[src/rtl/imem_loader_if.sv]
// Byte-stream input and instruction-memory write port of the program loader.
interface imem_loader_if #(
  parameter int ADDR_WIDTH = 8
) ();
  logic                  s_valid;
  logic [7:0]            s_data;
  logic                  s_ready;
  logic                  imem_we;
  logic [ADDR_WIDTH-1:0] imem_addr;
  logic [31:0]           imem_wdata;

  modport master (
    output s_valid, s_data,
    input  s_ready, imem_we, imem_addr, imem_wdata
  );

  modport slave (
    input  s_valid, s_data,
    output s_ready, imem_we, imem_addr, imem_wdata
  );
endinterface

[src/rtl/imem_loader.sv]
// Program loader: framed bytes -> little-endian words -> imem writes, XOR-checked; holds core until done.
// Latency: write 1 cycle after byte3, done/error 1 cycle after CSUM; s_ready drops only in DONE/ERR.
module imem_loader #(
  parameter int ADDR_WIDTH = 8,
  parameter int MAX_WORDS  = 256
) (
  input  logic        i_clk,
  input  logic        i_reset,
  input  logic        i_start,
  imem_loader_if.slave bus,
  output logic        o_core_hold,
  output logic        o_done,
  output logic        o_error,
  output logic [15:0] o_word_count
);

  typedef enum logic [2:0] {
    S_CLO, S_CHI, S_DATA, S_CSUM, S_DONE, S_ERR
  } state_t;

  localparam logic [16:0] MAX_N = 17'(MAX_WORDS);

  state_t                r_state;
  logic [7:0]            r_cnt_lo;
  logic [15:0]           r_word_count;
  logic [7:0]            r_xor;
  logic [1:0]            r_byte_cnt;
  logic [23:0]           r_word_buf;
  logic [15:0]           r_widx;
  logic                  r_ready;
  logic                  r_we;
  logic [ADDR_WIDTH-1:0] r_waddr;
  logic [31:0]           r_wdata;
  logic                  r_hold;
  logic                  r_done;
  logic                  r_error;

  logic        w_xfer;
  logic [15:0] w_n;
  logic [15:0] w_widx_next;

  assign w_xfer      = bus.s_valid & r_ready;
  assign w_n         = {bus.s_data, r_cnt_lo};
  assign w_widx_next = r_widx + 16'd1;

  always_ff @(posedge i_clk or negedge i_reset) begin
    if (!i_reset) begin
      r_state      <= S_CLO;
      r_cnt_lo     <= '0;
      r_word_count <= '0;
      r_xor        <= '0;
      r_byte_cnt   <= '0;
      r_word_buf   <= '0;
      r_widx       <= '0;
      r_ready      <= 1'b1;
      r_we         <= 1'b0;
      r_waddr      <= '0;
      r_wdata      <= '0;
      r_hold       <= 1'b1;
      r_done       <= 1'b0;
      r_error      <= 1'b0;
    end else begin
      r_we <= 1'b0;
      case (r_state)
        S_CLO: if (w_xfer) begin
          r_cnt_lo <= bus.s_data;
          r_state  <= S_CHI;
        end
        S_CHI: if (w_xfer) begin
          r_word_count <= w_n;
          if ({1'b0, w_n} > MAX_N) begin
            r_state <= S_ERR;
            r_ready <= 1'b0;
            r_error <= 1'b1;
          end else if (w_n == 16'd0) begin
            r_state <= S_CSUM;
          end else begin
            r_state <= S_DATA;
          end
        end
        S_DATA: if (w_xfer) begin
          r_xor      <= r_xor ^ bus.s_data;
          r_byte_cnt <= r_byte_cnt + 2'd1;
          case (r_byte_cnt)
            2'd0: r_word_buf[7:0]   <= bus.s_data;
            2'd1: r_word_buf[15:8]  <= bus.s_data;
            2'd2: r_word_buf[23:16] <= bus.s_data;
            default: begin
              r_we    <= 1'b1;
              r_waddr <= r_widx[ADDR_WIDTH-1:0];
              r_wdata <= {bus.s_data, r_word_buf};
              r_widx  <= w_widx_next;
              if (w_widx_next == r_word_count) r_state <= S_CSUM;
            end
          endcase
        end
        S_CSUM: if (w_xfer) begin
          r_ready <= 1'b0;
          if (bus.s_data == r_xor) begin
            r_state <= S_DONE;
            r_done  <= 1'b1;
            r_hold  <= 1'b0;
          end else begin
            r_state <= S_ERR;
            r_error <= 1'b1;
          end
        end
        S_DONE, S_ERR: if (i_start) begin
          // Re-arm: write port keeps its last address/data.
          r_state      <= S_CLO;
          r_ready      <= 1'b1;
          r_hold       <= 1'b1;
          r_done       <= 1'b0;
          r_error      <= 1'b0;
          r_xor        <= '0;
          r_word_count <= '0;
          r_widx       <= '0;
          r_byte_cnt   <= '0;
        end
        default: r_state <= S_CLO;
      endcase
    end
  end

  assign bus.s_ready    = r_ready;
  assign bus.imem_we    = r_we;
  assign bus.imem_addr  = r_waddr;
  assign bus.imem_wdata = r_wdata;
  assign o_core_hold    = r_hold;
  assign o_done         = r_done;
  assign o_error        = r_error;
  assign o_word_count   = r_word_count;

endmodule

[src/flat_wrapper.sv]
// flat-port wrapper written by rule: the top's interface ports become plain ports
module imem_loader_flat 
#(
  parameter int ADDR_WIDTH = 8,
  parameter int MAX_WORDS  = 256
)
  (i_clk, i_reset, i_start, o_core_hold, o_done, o_error, o_word_count, bus_s_valid, bus_s_data, bus_s_ready, bus_imem_we, bus_imem_addr, bus_imem_wdata);
  imem_loader_if #(.ADDR_WIDTH(ADDR_WIDTH)) bus_i ();
  input  logic i_clk;
  input  logic i_reset;
  input  logic i_start;
  output logic o_core_hold;
  output logic o_done;
  output logic o_error;
  output logic [15:0] o_word_count;
  input wire logic [$bits(bus_i.s_valid)-1:0] bus_s_valid;
  input wire logic [$bits(bus_i.s_data)-1:0] bus_s_data;
  output wire logic [$bits(bus_i.s_ready)-1:0] bus_s_ready;
  output wire logic [$bits(bus_i.imem_we)-1:0] bus_imem_we;
  output wire logic [$bits(bus_i.imem_addr)-1:0] bus_imem_addr;
  output wire logic [$bits(bus_i.imem_wdata)-1:0] bus_imem_wdata;
  assign bus_i.s_valid = bus_s_valid;
  assign bus_i.s_data = bus_s_data;
  assign bus_s_ready = bus_i.s_ready;
  assign bus_imem_we = bus_i.imem_we;
  assign bus_imem_addr = bus_i.imem_addr;
  assign bus_imem_wdata = bus_i.imem_wdata;
  imem_loader #(.ADDR_WIDTH(ADDR_WIDTH), .MAX_WORDS(MAX_WORDS)) u_core (.i_clk(i_clk), .i_reset(i_reset), .i_start(i_start), .bus(bus_i), .o_core_hold(o_core_hold), .o_done(o_done), .o_error(o_error), .o_word_count(o_word_count));
endmodule
[config.mk]
export PLATFORM = sky130hd
export DESIGN_NAME = imem_loader_flat
export DESIGN_NICKNAME = d
export VERILOG_FILES = /design/src/rtl/imem_loader_if.sv /design/src/rtl/imem_loader.sv /design/src/flat_wrapper.sv
export SDC_FILE = /design/constraint.sdc
export NUM_CORES = 1
export LEC_CHECK = 0
export ABC_AREA = 0
export ABC_CLOCK_PERIOD_IN_PS = 2100
export BUFFER_PORTS_ARGS = -buffer_cell sky130_fd_sc_hd__buf_2
export CORE_UTILIZATION = 39
export CTS_CLUSTER_SIZE = 10
export DETAILED_ROUTE_END_ITERATION = 6
export GPL_ROUTABILITY_DRIVEN = 0
export GPL_TIMING_DRIVEN = 0
export PLACE_DENSITY = 0.67
export SLEW_MARGIN = 20
export SYNTH_ARGS = -nofsm -noshare
export SYNTH_HDL_FRONTEND = slang
export SYNTH_SLANG_ARGS = --single-unit
[constraint.sdc]
create_clock -name i_clk -period 2.1 [get_ports i_clk]
set_clock_uncertainty 0.05 [all_clocks]
set_input_delay 0.105 -clock i_clk [delete_from_list [all_inputs] [get_ports i_clk]]
set_output_delay 0.105 -clock i_clk [all_outputs]
set_load 0.005 [all_outputs]
Yosys cells after proc, flatten, opt, wreduce, memory -nomap -nowiden
Index checks and enable logic that the tools add are counted.
{ "totals": {"regBits": 122, "inputBits": 12, "out_inout_bits": 61, "elab_cells": 105} }
{ "classes": {"addsub": 2, "n_lt_le_gt_ge": 1, "n_eq_ne": 19, "mux": 43, "bitwise": 3, "reduce_logical": 21} }
{ "op_table": {"columns": ["op", "n"], "rows": [
  ["16-bit 2-to-1 mux", 4],
  ["16-bit case mux with 2 select lines", 2],
  ["3-bit 2-to-1 mux", 8],
  ["1-bit 2-to-1 mux", 18],
  ["3-bit AND reduction", 6],
  ["16-bit by 1-bit adder with 16-bit output (second input constant)", 1],
  ["16-bit equality test", 1],
  ["16-bit by 9-bit > comparator with 1-bit output (second input constant)", 1],
  ["16-bit zero test", 1],
  ["8-bit 2-to-1 mux", 2],
  ["8-bit case mux with 2 select lines", 1],
  ["3-bit case mux with 5 select lines", 1],
  ["2-bit by 1-bit != test with 1-bit output (second input constant)", 7],
  ["8-bit equality test", 1],
  ["4-bit AND reduction", 2],
  ["8-bit bitwise XOR", 1],
  ["7-bit AND reduction", 1],
  ["3-bit by 2-bit equality test with 1-bit output (second input constant)", 2],
  ["3-bit equality test (second input constant)", 2],
  ["2-bit != test (second input constant)", 3],
  ["1-bit case mux with 3 select lines", 2],
  ["6-bit AND reduction", 1],
  ["2-bit nonzero test", 3],
  ["5-bit AND reduction", 1],
  ["15 further kinds", 17]
]} }

Depth between registers and ports, before layout
{ "logic_depth": {"word_depth": 6, "mapped_depth": 9, "depth_no_buf": 7} }

Least setup slack after synthesis
Ideal clock, no wire load.
{ "synth_path": {"kind": "flip-flop to flip-flop", "startpoint": "register u_core.r_widx[1]", "endpoint": "register u_core.r_state[0]", "setup_ns": 0.076, "t_arrival_ns": 1.911, "required_time_ns": 1.974, "slack_ns": 0.063, "path_stages_with_launch": 8, "n_path_buf": 0, "period_less_slack_ns": 2.037, "path_cell_list": "dfrtp_1 ha_1 nand3_1 or3_1 a222oi_1 and4_1 a41oi_1 o21ai_1"} }
{ "synth_via": {"elab_chain_cells": 4} }
{ "synth_lines": {"columns": ["element", "line_no", "rtl"], "rows": [
  ["start, declared", "imem_loader.sv:29", "logic [15:0] r_widx;"],
  ["start signal, assigned", "imem_loader.sv:92", "r_widx <= w_widx_next;"],
  ["16-bit by 1-bit adder with 16-bit output", "imem_loader.sv:44", "assign w_widx_next = r_widx + 16'd1;"],
  ["16-bit equality test", "imem_loader.sv:93", "if (w_widx_next == r_word_count) r_state <= S_CSUM;"],
  ["2-bit by 1-bit != test with 1-bit output (no source line)", null, null],
  ["7-bit AND reduction (no source line)", null, null],
  ["end signal, assigned", "imem_loader.sv:48", "r_state <= S_CLO;"],
  ["end signal, assigned", "imem_loader.sv:93", null],
  ["end signal, assigned", "imem_loader.sv:100", "r_state <= S_DONE;"],
  ["end, declared", "imem_loader.sv:23", "state_t r_state;"]
]} }
Every way passes these cells.
A chain may end at the register's enable or synchronous reset.

Final worst setup path
{ "layout_path": {"startpoint": "register u_core.r_widx[8]", "endpoint": "register u_core.r_state[0]"} }
The elaborated chain is that of the path after synthesis.

==> impl_results.md <==
- Layout Area Growth over Synthesis: 27.00%
- HPWL after detailed placement: 9.800 mm
- Number of buffer and inverter instances along the worst setup path: 0
- Final critical path time including I/O delays and setup: 2275 ps
- Amount of wire on met2 after detailed routing: 7.279 mm
- Starting density of the core: 40.25%
- Number of hold violations in the final report: 0
- Proportion of synthesized area in mux cells: 6.400%
- Achievable Freq: 439.6 MHz
- Final period utilization: 108.3%
- Vias/cell: 5.433
- PwrDens: 770.2 mW/mm^2
- Clock insertion delay at the later pin of the skew report: 420 ps
- CP max stage cell: sky130_fd_sc_hd__or4_4
- Clock root buffer: sky130_fd_sc_hd__clkbuf_16
- Number of nets in the layout: 710
- Routed metal-1 wirelength: 6.655 mm
- Ports placed on the boundary: 73
- Slew of the pin with the lowest slew margin: 875.3 ps
- Hold path startpoint: bus_s_valid
- Area of the placeable core: 0.01399 mm^2
- Library cells used by synthesis: 44
- Classification of the worst-slack hold path: input pin to register
- Total CTS buffers: 17
- Chip width: 122.2 um
- Leading register cell type out of synthesis: sky130_fd_sc_hd__dfrtp_1
- Commonest non-fill, non-tap cell in the layout: sky130_fd_sc_hd__nand2_1
- Overall power after layout: 5.508 mW
- Xor and xnor fraction of the mapped netlist area: 4.044%
- Yosys warnings: 0
- Post-synthesis average cell area: 9.511 um^2
- Iteration-0 DRC Markers: 526
- WHS: 91.02 ps
- Signal arrival time at the worst endpoint: 2560 ps
- Pin count of the biggest net entering global routing: 72
- Fin. max-slew vios: 0
- Total number of H-tree levels: 4
- Post-Route WL: 15.14 mm
- Type of element launching the critical path: register
- Detailed-routed wire length on met3: 924 um
- Drc violations: 0
- Most frequent cells in the layout: 179 x sky130_fd_sc_hd__nand2_1, 117 x sky130_fd_sc_hd__dfrtp_1, 67 x sky130_fd_sc_hd__buf_2
- Via count of the first global-routing pass: 4831
- First-pass GRT wire length: 24.27 mm
- Main combinational cell family by area after synthesis: simple AND/OR/NAND/NOR gates
- Number of instances on the worst hold path: 4
- Classification of the worst setup path: register to register
- Sequential share of the synthesized area: 54.27%
- Status: complete, but fails checks
- CP delay by family, top: simple AND/OR/NAND/NOR gates
- Total routing resource utilization after global routing: 21.62%
- FF-to-FF Start: u_core.r_widx[8]
- Count of standard-cell rows: 43
- Area of the mapped netlist: 0.005630 mm^2
- Crit Path Max Fanout: 3
- Simple-Gate Fraction of Synth Area: 20.36%
- Port-buffer cells: 65
- Adder-cell area share of the yosys netlist: 1.111%
- Share of layout cells above drive strength 1: 27.20%
- Max-cap check violation count: 0
- Number of antenna violations at the first check in global routing: 0
- Type of element capturing the critical path: register
- Filler Cells Inserted: 1280
- Logic depth of the worst setup path including buffers: 6
- Highest routing layer actually used: met4
- Via Count: 4814
- Endpoint of the worst-slack reg-to-reg timing path: u_core.r_state[0]
- Worst-case vdd ir drop: 659.3 uV
- Post-Syn Nets: 609
- Crit-path cells: nand4_1 -> or4_4 -> a222oi_1 -> and4_1 -> a41oi_2 -> o21ai_1
- Vert. Die Dim: 122.2 um
- Static leakage power: 3.567 nW
- Max-slew headroom: 41.16%
- CTS sink cnt: 122
- Worst endpoint required time: 2390 ps
- Number of routed nets with antenna violations: 0
- Peak per-stage delay on the critical path: 560 ps
- #FFs+latches synth: 122
- FF-to-FF path depth: 6
- Count of flip-flops with a built-in enable after synthesis: 0
- GRT overflow: 0
- Routed WL per cell: 17.08 um
- Setup TNS: -174.9 ps
- Unrepaired setup endpoints after global routing: yes
- Violations in the final reports: negative setup slack
- Maximum clock insertion buffer count: 2
- Clock transition at path regs: 60 ps
- Final setup violation count: 1
- Fraction of registers with async set/reset: 100.0%
- Number of instances in the synthesized netlist: 592
- Setup slack of the most critical reg-to-reg path: -170 ps
- Final setup slack of the worst path: -174.9 ps
- Clock tree from TritonCTS: yes
- Die area: 0.01492 mm^2
- End of the worst hold path: u_core.r_state[1]
- Length of the first detailed-routing pass in iterations: 5
- Complex-gate fraction of the synthesized area: 10.33%
- Post-route core utilization: 51.12%
- Total inserted antenna cells: 0
==> how the worst max path moves through the flow <==
stage | startpoint | endpoint | slack, ps
after global routing | u_core.r_widx[5] | u_core.r_state[0] | -230
final | u_core.r_widx[8] | u_core.r_state[0] | -170
after CTS | u_core.r_widx[7] | u_core.r_state[0] | -30
after detailed placement | u_core.r_state[1] | u_core.r_widx[15] | -600
after floorplan | u_core.r_widx[1] | u_core.r_state[0] | 60
after global placement | i_reset | u_core.bus.imem_wdata[30] | -610
==> kinds of logic after synthesis <==
| logic type | count (synthesis) |
|---|---|
| buf+inv | 49 |
| xor+xnor | 26 |
| fa+ha+maj | 5 |
| mux | 32 |
| simple gates | 261 |
| compound gates | 97 |
| flops | 122 |
==> timing repair <==
item                                   in CTS  in global routing
setup buffers                              13                  4
cloned                                      0                  0
endpoints found under the hold margin      52                  0
pin swaps                                  11                  9
hold buffers                                2                  0
setup endpoints to repair                  88                 67
gates resized for setup                    39                 27
==> area by class of cell <==
cell class,count,area [um^2],area share [%]
Inverter,9,33.78,0.4724
Timing Repair Buffer,85,506.7,7.087
Tap cell,180,225.2,3.150
Buffer,37,198.9,2.782
Multi-Input combinational cell,421,2507,35.07
Clock buffer,20,456.7,6.387
Clock inverter,12,162.7,2.275
Sequential cell,122,3059,42.78
==> registers in the layout, indices dropped and copies added (netlist names) <==
signal	flops
u_core.r_xor	8
u_core.r_widx	16
u_core.r_byte_cnt	2
u_core.o_done	1
u_core.o_core_hold	1
u_core.bus.imem_wdata	32
u_core.r_word_buf	24
u_core.bus.imem_addr	8
u_core.r_cnt_lo	8
u_core.o_word_count	16
u_core.o_error	1
u_core.bus.imem_we	1
u_core.bus.s_ready	1
u_core.r_state	3
==> worst reg2reg max path, stage by stage, from the launching register on <==
cell	delay, ps
sky130_fd_sc_hd__dfrtp_2	390
sky130_fd_sc_hd__nand4_1	180
sky130_fd_sc_hd__or4_4	560
sky130_fd_sc_hd__a222oi_1	400
sky130_fd_sc_hd__and4_1	270
sky130_fd_sc_hd__a41oi_2	170
sky130_fd_sc_hd__o21ai_1	170
==> metal layers <==
layer / vias to the layer above / track usage [%]
li1: 2230 / -
met5: - / 0
met4: 0 / 9.223
met1: 2368 / 28.53
met2: 186 / 33.90
met3: 30 / 5.243
==> per-stage QoR <==
stage | worst slack [ps] | area (um^2) | std cells
final | -174.9 | 7151 | 886
after global routing | -232.4 | 7151 | 886
after CTS | -30.45 | 7091 | 883
after detailed placement | -600.9 | 6215 | 838
after global placement | -614.9 | 6181 | 837
after floorplan | 62.70 | 5630 | 592
==> power by group <==
group	internal [mW]	total [mW]	switching (mW)	leakage, nW
Sequential	2.35	2.35	0	1.67
Combinational	0.0225	0.109	0.0865	1.61
Clock	1.94	3.05	1.11	0.286
==> cells in the mapped netlist (6+ instances only) <==
master,count,area [um^2]
sky130_fd_sc_hd__clkbuf_1,31,116.4
sky130_fd_sc_hd__nand3_1,9,45.04
sky130_fd_sc_hd__or4_1,7,52.55
sky130_fd_sc_hd__inv_1,8,30.03
sky130_fd_sc_hd__xnor2_1,21,183.9
sky130_fd_sc_hd__buf_2,7,35.03
sky130_fd_sc_hd__dfrtp_1,120,3003
sky130_fd_sc_hd__nand2_1,182,683.2
sky130_fd_sc_hd__mux2_2,32,360.4
sky130_fd_sc_hd__o41ai_1,6,52.55
sky130_fd_sc_hd__o21ai_0,58,290.3
sky130_fd_sc_hd__o31ai_1,8,60.06
sky130_fd_sc_hd__nand4_1,8,50.05
sky130_fd_sc_hd__a21oi_1,8,40.04
sky130_fd_sc_hd__nor2_1,20,75.07
sky130_fd_sc_hd__or3_1,7,43.79
Power figures use the tool's default switching activity.
